<file path="config.mk">
export PLATFORM = sky130hd
export DESIGN_NAME = div_iter_unit
export DESIGN_NICKNAME = d
export VERILOG_FILES = /design/src/rtl/div_iter_unit.sv
export SDC_FILE = /design/constraint.sdc
export NUM_CORES = 1
export LEC_CHECK = 0
export ABC_AREA = 1
export CAP_MARGIN = 20
export CORE_ASPECT_RATIO = 1.2
export CORE_MARGIN = 4
export CORE_UTILIZATION = 41
export DETAILED_ROUTE_END_ITERATION = 10
export PLACE_DENSITY_LB_ADDON = 0.12
export SYNTH_ARGS = -nofsm -noshare
export SYNTH_HDL_FRONTEND = slang
export SYNTH_SLANG_ARGS = --single-unit
</file>
<file path="constraint.sdc">
create_clock -name clk -period 2.01 [get_ports clk]
set_input_delay 0.402 -clock clk [delete_from_list [all_inputs] [get_ports clk]]
set_output_delay 0.402 -clock clk [all_outputs]
set_load 0.1 [all_outputs]
</file>
<file path="src/rtl/div_iter_unit.sv">
// Multi-cycle radix-2 restoring divider for RV32M DIV/DIVU/REM/REMU.
// One quotient bit is produced per cycle; sign correction happens in a single fixup cycle.
module div_iter_unit #(
    parameter int XLEN = 32
) (
    input  logic            clk,
    input  logic            rst,
    input  logic            start,
    input  logic [2:0]      funct3,
    input  logic [XLEN-1:0] a_in,
    input  logic [XLEN-1:0] b_in,
    input  logic            flush,
    output logic            busy,
    output logic            done,
    output logic [XLEN-1:0] c_out
);

    localparam int CW = $clog2(XLEN);
    localparam logic [CW-1:0] LAST_STEP = CW'(XLEN - 1);
    localparam logic [XLEN-1:0] MIN_NEG = {1'b1, {(XLEN-1){1'b0}}};

    localparam logic [1:0] S_IDLE  = 2'd0;
    localparam logic [1:0] S_ITER  = 2'd1;
    localparam logic [1:0] S_FIXUP = 2'd2;
    localparam logic [1:0] S_DONE  = 2'd3;

    logic [1:0]      state_q, state_d;
    logic [CW-1:0]   cnt_q, cnt_d;
    logic [XLEN:0]   pr_q, pr_d;      // partial remainder, already shifted by the next dividend bit
    logic [XLEN-1:0] quo_q, quo_d;    // dividend bits leave the top, quotient bits enter the bottom
    logic [XLEN-1:0] dvs_q, dvs_d;
    logic            is_rem_q, is_rem_d;
    logic            q_neg_q, q_neg_d;
    logic            r_neg_q, r_neg_d;
    logic [XLEN-1:0] c_out_q, c_out_d;

    logic            op_valid, is_signed_op, is_rem_op;
    logic            a_neg, b_neg, accept, div_zero, overflow;
    logic [XLEN-1:0] a_abs, b_abs;
    logic [XLEN:0]   diff;
    logic            trial_neg;
    logic [XLEN-1:0] keep, rem_mag, fix_quo, fix_rem;

    always_comb begin
        op_valid     = funct3[2];
        is_signed_op = ~funct3[0];
        is_rem_op    = funct3[1];
        a_neg        = is_signed_op & a_in[XLEN-1];
        b_neg        = is_signed_op & b_in[XLEN-1];
        a_abs        = a_neg ? -a_in : a_in;
        b_abs        = b_neg ? -b_in : b_in;
        div_zero     = (b_in == '0);
        overflow     = is_signed_op && (a_in == MIN_NEG) && (b_in == '1);
        accept       = start && op_valid && !flush && (state_q == S_IDLE || state_q == S_DONE);

        diff      = pr_q - {1'b0, dvs_q};
        trial_neg = diff[XLEN];
        keep      = trial_neg ? pr_q[XLEN-1:0] : diff[XLEN-1:0];

        // The final step shifts in a zero pad bit, so the true remainder sits one bit up.
        rem_mag = pr_q[XLEN:1];
        fix_quo = q_neg_q ? -quo_q : quo_q;
        fix_rem = r_neg_q ? -rem_mag : rem_mag;
    end

    always_comb begin
        // NOTE: every _d starts from its _q so no path through this block can infer a latch.
        state_d  = state_q;
        cnt_d    = cnt_q;
        pr_d     = pr_q;
        quo_d    = quo_q;
        dvs_d    = dvs_q;
        is_rem_d = is_rem_q;
        q_neg_d  = q_neg_q;
        r_neg_d  = r_neg_q;
        c_out_d  = c_out_q;

        case (state_q)
            S_IDLE, S_DONE: begin
                state_d = S_IDLE;
                if (accept) begin
                    is_rem_d = is_rem_op;
                    q_neg_d  = a_neg ^ b_neg;
                    r_neg_d  = a_neg;
                    dvs_d    = b_abs;
                    if (div_zero) begin
                        c_out_d = is_rem_op ? a_in : '1;
                        state_d = S_DONE;
                    end else if (overflow) begin
                        c_out_d = is_rem_op ? '0 : MIN_NEG;
                        state_d = S_DONE;
                    end else begin
                        cnt_d   = '0;
                        pr_d    = {{XLEN{1'b0}}, a_abs[XLEN-1]};
                        quo_d   = {a_abs[XLEN-2:0], 1'b0};
                        state_d = S_ITER;
                    end
                end
            end
            S_ITER: begin
                pr_d  = {keep, quo_q[XLEN-1]};
                quo_d = {quo_q[XLEN-2:0], ~trial_neg};
                cnt_d = cnt_q + CW'(1);
                if (cnt_q == LAST_STEP) begin
                    state_d = S_FIXUP;
                end
            end
            S_FIXUP: begin
                c_out_d = is_rem_q ? fix_rem : fix_quo;
                state_d = S_DONE;
            end
            default: state_d = S_IDLE;
        endcase

        if (flush) begin
            state_d = S_IDLE;
            c_out_d = c_out_q;
        end
    end

    always_ff @(posedge clk) begin
        if (rst) begin
            state_q  <= S_IDLE;
            cnt_q    <= '0;
            pr_q     <= '0;
            quo_q    <= '0;
            dvs_q    <= '0;
            is_rem_q <= 1'b0;
            q_neg_q  <= 1'b0;
            r_neg_q  <= 1'b0;
            c_out_q  <= '0;
        end else begin
            state_q  <= state_d;
            cnt_q    <= cnt_d;
            pr_q     <= pr_d;
            quo_q    <= quo_d;
            dvs_q    <= dvs_d;
            is_rem_q <= is_rem_d;
            q_neg_q  <= q_neg_d;
            r_neg_q  <= r_neg_d;
            c_out_q  <= c_out_d;
        end
    end

    assign busy  = (state_q == S_ITER) || (state_q == S_FIXUP);
    assign done  = (state_q == S_DONE);
    assign c_out = c_out_q;

endmodule

</file>
==> impl_metrics.xml, run 1 <==
<?xml version="1.0" encoding="UTF-8"?>
<metrics>
  <group name="detailed_routing">
    <metric name="detail_route.wl_per_cell" unit="um">17.8</metric>
    <metric name="wl" unit="um">61100</metric>
    <metric name="via_count" unit="">17900</metric>
    <metric name="drcViolationCount" unit="">0</metric>
    <metric name="postRouteAntennaNets" unit="">0</metric>
    <metric name="drt_first_iter_violations" unit="">1332</metric>
    <metric name="drtPass1Iterations" unit="">6</metric>
    <metric name="vias_per_cell" unit="">5.23</metric>
  </group>
  <group name="layout">
    <metric name="synth_to_layout_area_growth" unit="%">58.2</metric>
    <metric name="instances_no_fill" unit="">3428</metric>
    <metric name="post_route_cells_drive_above_1_share" unit="%">32.8</metric>
    <metric name="layout.core_utilization" unit="%">65.8</metric>
    <metric name="filler_cell_count" unit="">2974</metric>
    <metric name="antenna_cells" unit="">0</metric>
    <metric name="layout.cells.most_common_list" unit="">sky130_fd_sc_hd__nand2_1 (705), sky130_fd_sc_hd__buf_4 (548), sky130_fd_sc_hd__inv_1 (303)</metric>
    <metric name="design.final.nets" unit="">3122</metric>
    <metric name="most_frequent_standard_cell_in_the_layout_excluding_fill_and_tap_cells" unit="">sky130_fd_sc_hd__nand2_1</metric>
  </group>
  <group name="sta">
    <metric name="finalCriticalPeriod" unit="ps">2330</metric>
    <metric name="maxSlewViolCount" unit="">0</metric>
    <metric name="fmaxAchievable" unit="GHz">0.430</metric>
    <metric name="fin_skew" unit="ps">9.82</metric>
    <metric name="tightestPinTransition" unit="ps">659</metric>
    <metric name="hold_slack" unit="ps">355</metric>
    <metric name="maxSlewHeadroom" unit="%">55.9</metric>
    <metric name="min_period_over_period" unit="%">116</metric>
    <metric name="rsz0062_at_grt" unit="">yes</metric>
    <metric name="hold_viol_final" unit="">0</metric>
    <metric name="setup_viol_count_final" unit="">34</metric>
    <metric name="final_critical_path_setup_slack" unit="ps">-317</metric>
  </group>
  <group name="clock_tree">
    <metric name="clk_root_buffer_cell" unit="">sky130_fd_sc_hd__clkbuf_16</metric>
    <metric name="tritoncts" unit="">done</metric>
    <metric name="number_of_sinks_on_the_clock_net" unit="">139</metric>
    <metric name="clk_latency" unit="ps">450</metric>
    <metric name="cts.clk_slew.worst_paths" unit="ps">60</metric>
    <metric name="cts_htree_levels" unit="">4</metric>
    <metric name="tritoncts.num_buffers" unit="">17</metric>
    <metric name="cts.path.max_buffers" unit="">2</metric>
  </group>
  <group name="die">
    <metric name="dieWidth" unit="um">173</metric>
    <metric name="start_util" unit="%">41.6</metric>
    <metric name="design.die.area" unit="sq um">35700</metric>
    <metric name="row_count" unit="">72</metric>
    <metric name="fp.dieH" unit="um">206</metric>
    <metric name="design.core.area" unit="sq um">32300</metric>
    <metric name="io_pins" unit="">105</metric>
  </group>
  <group name="yosys">
    <metric name="synth-seq-area-share" unit="%">20.7</metric>
    <metric name="mappedNetlistNets" unit="">2526</metric>
    <metric name="synth_top_area_share" unit="%">21.1</metric>
    <metric name="postSynth.topFlopCell" unit="">sky130_fd_sc_hd__dfxtp_1</metric>
    <metric name="synth_enable_flop_cells" unit="">0</metric>
    <metric name="syn-mean-instance-area" unit="sq um">5.56</metric>
    <metric name="synth_seq_cells" unit="">139</metric>
    <metric name="async_flop_share" unit="%">0</metric>
    <metric name="synth_top_cell_by_area" unit="">sky130_fd_sc_hd__nand2_1</metric>
    <metric name="synth_cells" unit="">2412</metric>
    <metric name="synth_top_cells_by_area" unit="">sky130_fd_sc_hd__nand2_1 (21%), sky130_fd_sc_hd__dfxtp_1 (21%), sky130_fd_sc_hd__nand3_1 (10%)</metric>
    <metric name="yosysWarnings" unit="">0</metric>
    <metric name="post_synth_instance_area" unit="sq um">13400</metric>
    <metric name="synthDistinctLibCells" unit="">47</metric>
  </group>
  <group name="setup_path">
    <metric name="worstSetupEndpointType" unit="">flop</metric>
    <metric name="path_max_fanout" unit="">8</metric>
    <metric name="r2r_setup_slack" unit="ps">-320</metric>
    <metric name="ordered_list_of_cells_on_the_worst_path" unit="">inv_2 &gt; ha_4 &gt; fa_2 &gt; inv_2 &gt; nand2_2 &gt; nand2_2 &gt; nand3_2 &gt; nand2_2 &gt; nand2_2 &gt; nand2_4 &gt; nand2_4 &gt; nand2_4 &gt; nand2_8 &gt; buf_12 &gt; nand3_1 &gt; nand3_1 &gt; a21oi_1</metric>
    <metric name="critPathMostFrequentCell" unit="">sky130_fd_sc_hd__nand2_2</metric>
    <metric name="r2r_start" unit="">pr_q[0]</metric>
    <metric name="cp_slowest_stage_delay" unit="ps">360</metric>
    <metric name="crit_start" unit="">pr_q[0]</metric>
    <metric name="crit_required" unit="ps">2380</metric>
    <metric name="worst-setup-path-type" unit="">reg -&gt; reg</metric>
    <metric name="setup.worst_path.start_class" unit="">flop</metric>
    <metric name="critical_path_arrival" unit="ps">2700</metric>
    <metric name="slowest_stage" unit="">sky130_fd_sc_hd__fa_2</metric>
  </group>
  <group name="pwr">
    <metric name="total_chip_power" unit="uW">9630</metric>
    <metric name="power.leakage" unit="uW">0.0109</metric>
    <metric name="vdd_drop_max" unit="V">0.000616</metric>
    <metric name="p_per_area" unit="nW/um^2">454</metric>
  </group>
  <group name="worst_hold_path">
    <metric name="min-delay-path-class" unit="">in -&gt; reg</metric>
    <metric name="hold_start" unit="">b_in[0]</metric>
  </group>
  <group name="run_status">
    <metric name="run_status" unit="">finished with violations</metric>
    <metric name="violated_checks" unit="">negative setup slack</metric>
  </group>
  <group name="place">
    <metric name="place.port_buffers" unit="">104</metric>
    <metric name="placed_cell_count" unit="">3328</metric>
    <metric name="dp_hpwl" unit="um">47200</metric>
    <metric name="gp_routability_congestion" unit="">1.01</metric>
  </group>
  <group name="global_route">
    <metric name="grt_first_pass_wirelength" unit="um">91500</metric>
    <metric name="global_route.usage.total" unit="%">32.7</metric>
    <metric name="grt_start_max_net_pins" unit="">94</metric>
    <metric name="grt_pass1_vias" unit="">17300</metric>
    <metric name="overflow" unit="">0</metric>
    <metric name="initial_antenna_violation_count" unit="">0</metric>
  </group>
  <group name="flow_run">
    <metric name="maxCapViolCount" unit="">0</metric>
  </group>
</metrics>
final cells by class:
| cell class | instances | area (sq um) | area share [%] |
|---|---|---|---|
| Clock inverter | 12 | 185 | 0.873 |
| Tap cell | 407 | 509 | 2.40 |
| Clock buffer | 20 | 457 | 2.15 |
| Inverter | 343 | 1300 | 6.15 |
| Multi-Input combinational cell | 1843 | 10300 | 48.8 |
| Sequential cell | 139 | 2810 | 13.2 |
| Timing Repair Buffer | 664 | 5610 | 26.4 |
per-stage QoR:
step | setup TNS [ps] | worst slack (ps) | area [sq um]
final | -8910 | -317 | 21200
after global routing | -13560 | -430 | 21200
after CTS | -7050 | -254 | 20300
after detailed placement | -81170 | -832 | 18400
after global placement | -75360 | -757 | 18400
after floorplan | -4450 | -72.6 | 13500
report_power, final:
group / leakage (uW) / switching, uW / internal [uW]
combinational: 0.00944 / 1840 / 1420
clock: 0.000312 / 1320 / 2160
sequential: 0.00113 / 64.9 / 2820
metal layers:
metal	GRT usage (%)	share of wire, %
met5	0	0
met3	3.49	4.0
met2	61.1	51
met1	34.8	37
met4	22.5	7.6
registers in the layout (all words and copies together) (netlist names):
register / flops
is_rem_q: 1
q_neg_q: 1
r_neg_q: 1
cnt_q: 5
dvs_q: 32
state_q: 2
pr_q: 33
c_out: 32
quo_q: 32
cell families after synthesis:
kind of cell / after synthesis / synth area share (%)
AO/OA/AOI/OAI: 338 / 13.8
XOR/XNOR: 46 / 3.00
adder cells (fa/ha/maj): 43 / 4.07
buffers and inverters: 432 / 12.8
flip-flops: 139 / 20.7
AND/OR/NAND/NOR: 1414 / 45.5
cells in the mapped netlist (4+ instances only):
library cell and count:
sky130_fd_sc_hd__o21bai_1 8, sky130_fd_sc_hd__clkbuf_1 47, sky130_fd_sc_hd__xor2_1 31, sky130_fd_sc_hd__o21ai_2 6, sky130_fd_sc_hd__buf_6 7, sky130_fd_sc_hd__and2_1 7
sky130_fd_sc_hd__buf_2 23, sky130_fd_sc_hd__nand2_4 5, sky130_fd_sc_hd__nand3_1 267, sky130_fd_sc_hd__xnor2_1 15, sky130_fd_sc_hd__nand3b_1 16, sky130_fd_sc_hd__buf_1 8
sky130_fd_sc_hd__nand4_1 43, sky130_fd_sc_hd__inv_1 335, sky130_fd_sc_hd__o211ai_1 17, sky130_fd_sc_hd__nand3_2 4, sky130_fd_sc_hd__nand2_2 9, sky130_fd_sc_hd__o221ai_1 8
sky130_fd_sc_hd__or2_2 5, sky130_fd_sc_hd__nor2_2 12, sky130_fd_sc_hd__buf_4 4, sky130_fd_sc_hd__o21ai_1 20, sky130_fd_sc_hd__a21oi_1 163, sky130_fd_sc_hd__ha_1 42
sky130_fd_sc_hd__nor3_2 5, sky130_fd_sc_hd__nor3_1 27, sky130_fd_sc_hd__nand2_1 755, sky130_fd_sc_hd__inv_2 4, sky130_fd_sc_hd__o21ai_0 104, sky130_fd_sc_hd__nor2_1 249
sky130_fd_sc_hd__dfxtp_1 139
worst max-delay path: cells and delay by family, from the launching register on:
family / cells / cell delay [ps]
AND/OR/NAND/NOR: 11 / 890
flip-flops: 1 / 350
adder cells (fa/ha/maj): 2 / 520
buffers and inverters: 3 / 300
AO/OA/AOI/OAI: 1 / 190
timing repair:
action,CTS,global route
cloned,7,0
setup endpoints to repair,108,108
gates resized for setup,214,240
pin swaps,68,91
hold buffers,0,0
setup buffers,46,18
final timing paths:
kind / endpoint / cells past startpoint
hold reg to reg: quo_q[1] / 2
setup / recovery: pr_q[25] / 17
setup reg to reg: pr_q[25] / 17
hold / removal: dvs_q[0] / 4
Note: power is estimated with default switching activity, not from simulation.
==> run 2: changes to the inputs <==
--- a/config.mk
+++ b/config.mk
@@ -7,7 +7,6 @@
 export LEC_CHECK = 0
 export ABC_AREA = 1
 export CAP_MARGIN = 20
-export CORE_ASPECT_RATIO = 1.2
 export CORE_MARGIN = 4
 export CORE_UTILIZATION = 41
 export DETAILED_ROUTE_END_ITERATION = 10
==> run 2 against run 1 <==
Critical path type unchanged. Largest cell class unchanged. Cell count shrank 0.82%. Clock power is essentially flat. Clock-buffer cell count shrank 2. The run still ends with negative setup slack left. Sequential power is essentially flat. Setup slack lost 33 ps. Flip-flop and latch count is the same. Critical endpoint is now pr_q[1]. Hold slack lost 42 ps. Sequential share of layout area grew 0.083 points. Clock skew grew 5.0 ps. Register-to-register slack lost 30 ps. Global-route usage shrank 1.2 points.
==> impl_metrics.xml, run 2 (synthesis gave the netlist of run 1 again) <==
<?xml version="1.0" encoding="UTF-8"?>
<metrics>
  <group name="detailed_routing">
    <metric name="drtPass1Iterations" unit="">6</metric>
    <metric name="wl" unit="um">60000</metric>
    <metric name="postRouteAntennaNets" unit="">0</metric>
    <metric name="via_count" unit="">17900</metric>
    <metric name="detail_route.wl_per_cell" unit="um">17.6</metric>
    <metric name="vias_per_cell" unit="">5.26</metric>
    <metric name="drt_first_iter_violations" unit="">1792</metric>
    <metric name="drcViolationCount" unit="">0</metric>
  </group>
  <group name="sta">
    <metric name="rsz0062_at_grt" unit="">yes</metric>
    <metric name="hold_viol_final" unit="">0</metric>
    <metric name="fmaxAchievable" unit="GHz">0.424</metric>
    <metric name="tightestPinTransition" unit="ps">657</metric>
    <metric name="maxSlewHeadroom" unit="%">55.8</metric>
    <metric name="finalCriticalPeriod" unit="ps">2360</metric>
    <metric name="final_critical_path_setup_slack" unit="ps">-350</metric>
    <metric name="min_period_over_period" unit="%">117</metric>
    <metric name="fin_skew" unit="ps">14.8</metric>
    <metric name="hold_slack" unit="ps">314</metric>
    <metric name="setup_viol_count_final" unit="">45</metric>
    <metric name="maxSlewViolCount" unit="">0</metric>
  </group>
  <group name="die">
    <metric name="row_count" unit="">65</metric>
    <metric name="dieWidth" unit="um">189</metric>
    <metric name="start_util" unit="%">42.1</metric>
    <metric name="design.core.area" unit="sq um">31900</metric>
    <metric name="fp.dieH" unit="um">189</metric>
    <metric name="design.die.area" unit="sq um">35700</metric>
    <metric name="io_pins" unit="">105</metric>
  </group>
  <group name="layout">
    <metric name="largest_register" unit="">pr_q</metric>
    <metric name="layout.core_utilization" unit="%">66.2</metric>
    <metric name="design.final.nets" unit="">3066</metric>
    <metric name="post_route_cells_drive_above_1_share" unit="%">31.8</metric>
    <metric name="synth_to_layout_area_growth" unit="%">57.2</metric>
    <metric name="postLayoutCellArea" unit="sq um">21100</metric>
    <metric name="filler_cell_count" unit="">2932</metric>
    <metric name="largest_reg_flops" unit="">33</metric>
    <metric name="instances_no_fill" unit="">3400</metric>
    <metric name="antenna_cells" unit="">0</metric>
    <metric name="most_frequent_standard_cell_in_the_layout_excluding_fill_and_tap_cells" unit="">sky130_fd_sc_hd__nand2_1</metric>
    <metric name="layout.cells.most_common_list" unit="">sky130_fd_sc_hd__nand2_1 (710), sky130_fd_sc_hd__buf_4 (489), sky130_fd_sc_hd__inv_1 (301)</metric>
  </group>
  <group name="worst_hold_path">
    <metric name="min-delay-path-class" unit="">in -&gt; reg</metric>
  </group>
  <group name="run_status">
    <metric name="run_status" unit="">finished with violations</metric>
    <metric name="violated_checks" unit="">negative setup slack</metric>
  </group>
  <group name="place">
    <metric name="placed_cell_count" unit="">3323</metric>
    <metric name="gp_routability_congestion" unit="">1.05</metric>
    <metric name="dp_hpwl" unit="um">45600</metric>
    <metric name="placement.cell_area" unit="sq um">18200</metric>
    <metric name="place.port_buffers" unit="">104</metric>
  </group>
  <group name="setup_path">
    <metric name="worstSetupEndpointType" unit="">flop</metric>
    <metric name="path_max_fanout" unit="">9</metric>
    <metric name="crit_required" unit="ps">2380</metric>
    <metric name="worst-setup-path-type" unit="">reg -&gt; reg</metric>
    <metric name="setup.worst_path.start_class" unit="">flop</metric>
    <metric name="critical_path_arrival" unit="ps">2730</metric>
  </group>
  <group name="clock_tree">
    <metric name="cts.clk_slew.worst_paths" unit="ps">60</metric>
    <metric name="cts_htree_levels" unit="">4</metric>
    <metric name="number_of_sinks_on_the_clock_net" unit="">139</metric>
    <metric name="clk_root_buffer_cell" unit="">sky130_fd_sc_hd__clkbuf_16</metric>
    <metric name="cts.hold.buffers_added" unit="">0</metric>
    <metric name="cts.path.max_buffers" unit="">2</metric>
    <metric name="tritoncts" unit="">done</metric>
    <metric name="tritoncts.num_buffers" unit="">17</metric>
    <metric name="clk_latency" unit="ps">460</metric>
  </group>
  <group name="pwr">
    <metric name="total_chip_power" unit="uW">9510</metric>
    <metric name="p_per_area" unit="nW/um^2">451</metric>
    <metric name="vdd_drop_max" unit="V">0.000577</metric>
    <metric name="power.leakage" unit="uW">0.0107</metric>
  </group>
  <group name="global_route">
    <metric name="global_route.usage.total" unit="%">31.5</metric>
    <metric name="grt_start_max_net_pins" unit="">94</metric>
    <metric name="initial_antenna_violation_count" unit="">1</metric>
    <metric name="overflow" unit="">0</metric>
    <metric name="grt_first_pass_wirelength" unit="um">89000</metric>
    <metric name="grt_pass1_vias" unit="">16300</metric>
  </group>
  <group name="flow_run">
    <metric name="maxCapViolCount" unit="">0</metric>
  </group>
</metrics>
## run 2: cell type report
class                   instances  area, sq um  share of cell area, %
well taps                     435          544                   2.58
repair buffers                608         5350                   25.4
inverters                     343         1310                   6.23
clock inverters                14          196                  0.931
flip-flops and latches        139         2810                   13.3
multi-input cells            1843        10400                   49.5
clock buffers                  18          429                   2.03
## run 2: path summary, 6_finish.rpt
| path | end | cells past startpoint | slack (ps) | start |
|---|---|---|---|---|
| max | pr_q[1] | 17 | -350 | pr_q[0] |
| min | dvs_q[0] | 4 | 310 | b_in[0] |
| max reg2reg | pr_q[1] | 17 | -350 | pr_q[0] |
| min reg2reg | cnt_q[3] | 2 | 470 | cnt_q[3] |
## run 2: worst max-delay path, cell delays in order, from the launching register on
cell and delay [ps]:
sky130_fd_sc_hd__dfxtp_4 370, sky130_fd_sc_hd__inv_4 50, sky130_fd_sc_hd__ha_4 160, sky130_fd_sc_hd__fa_2 350
sky130_fd_sc_hd__inv_2 80, sky130_fd_sc_hd__nand2_2 50, sky130_fd_sc_hd__nand2_2 60, sky130_fd_sc_hd__nand3_2 70
sky130_fd_sc_hd__nand2_2 80, sky130_fd_sc_hd__nand2_2 60, sky130_fd_sc_hd__nand2_2 90, sky130_fd_sc_hd__nand2_4 80
sky130_fd_sc_hd__nand2_4 110, sky130_fd_sc_hd__buf_6 170, sky130_fd_sc_hd__nand2_8 110, sky130_fd_sc_hd__nand3_1 140
sky130_fd_sc_hd__nand3_1 100, sky130_fd_sc_hd__a21oi_1 150
## run 2: repair_timing
action	in CTS	in global routing
gates cloned	8	6
setup buffers	17	19
pin swaps	27	109
resized for setup	122	310
endpoints found under the setup margin	106	109
## run 2: where the power goes
group	leakage [uW]	internal, uW	switching, uW
combinational	0.00923	1340	1830
clock	0.000296	2080	1370
sequential	0.00114	2830	63.1
total	0.0107	6250	3260
## run 2: metrics by stage
step | worst slack [ps] | setup TNS (ps)
floorplan | -72.6 | -4450
global placement | -604 | -59800
detailed placement | -643 | -64370
CTS | -271 | -7460
global route | -450 | -15100
finish | -350 | -9150
## run 2: layer usage
metal  wire length [um]  global-route usage, %  part of all wire [%]  vias to the layer above
met1              27600                   44.7                    46                     8227
li1                   -                      -                     -                     8814
met5                  8                      0                 0.013                        -
met4               1120                   6.98                   1.9                        2
met3               5540                   9.07                   9.2                       81
met2              25800                   47.7                    43                      752
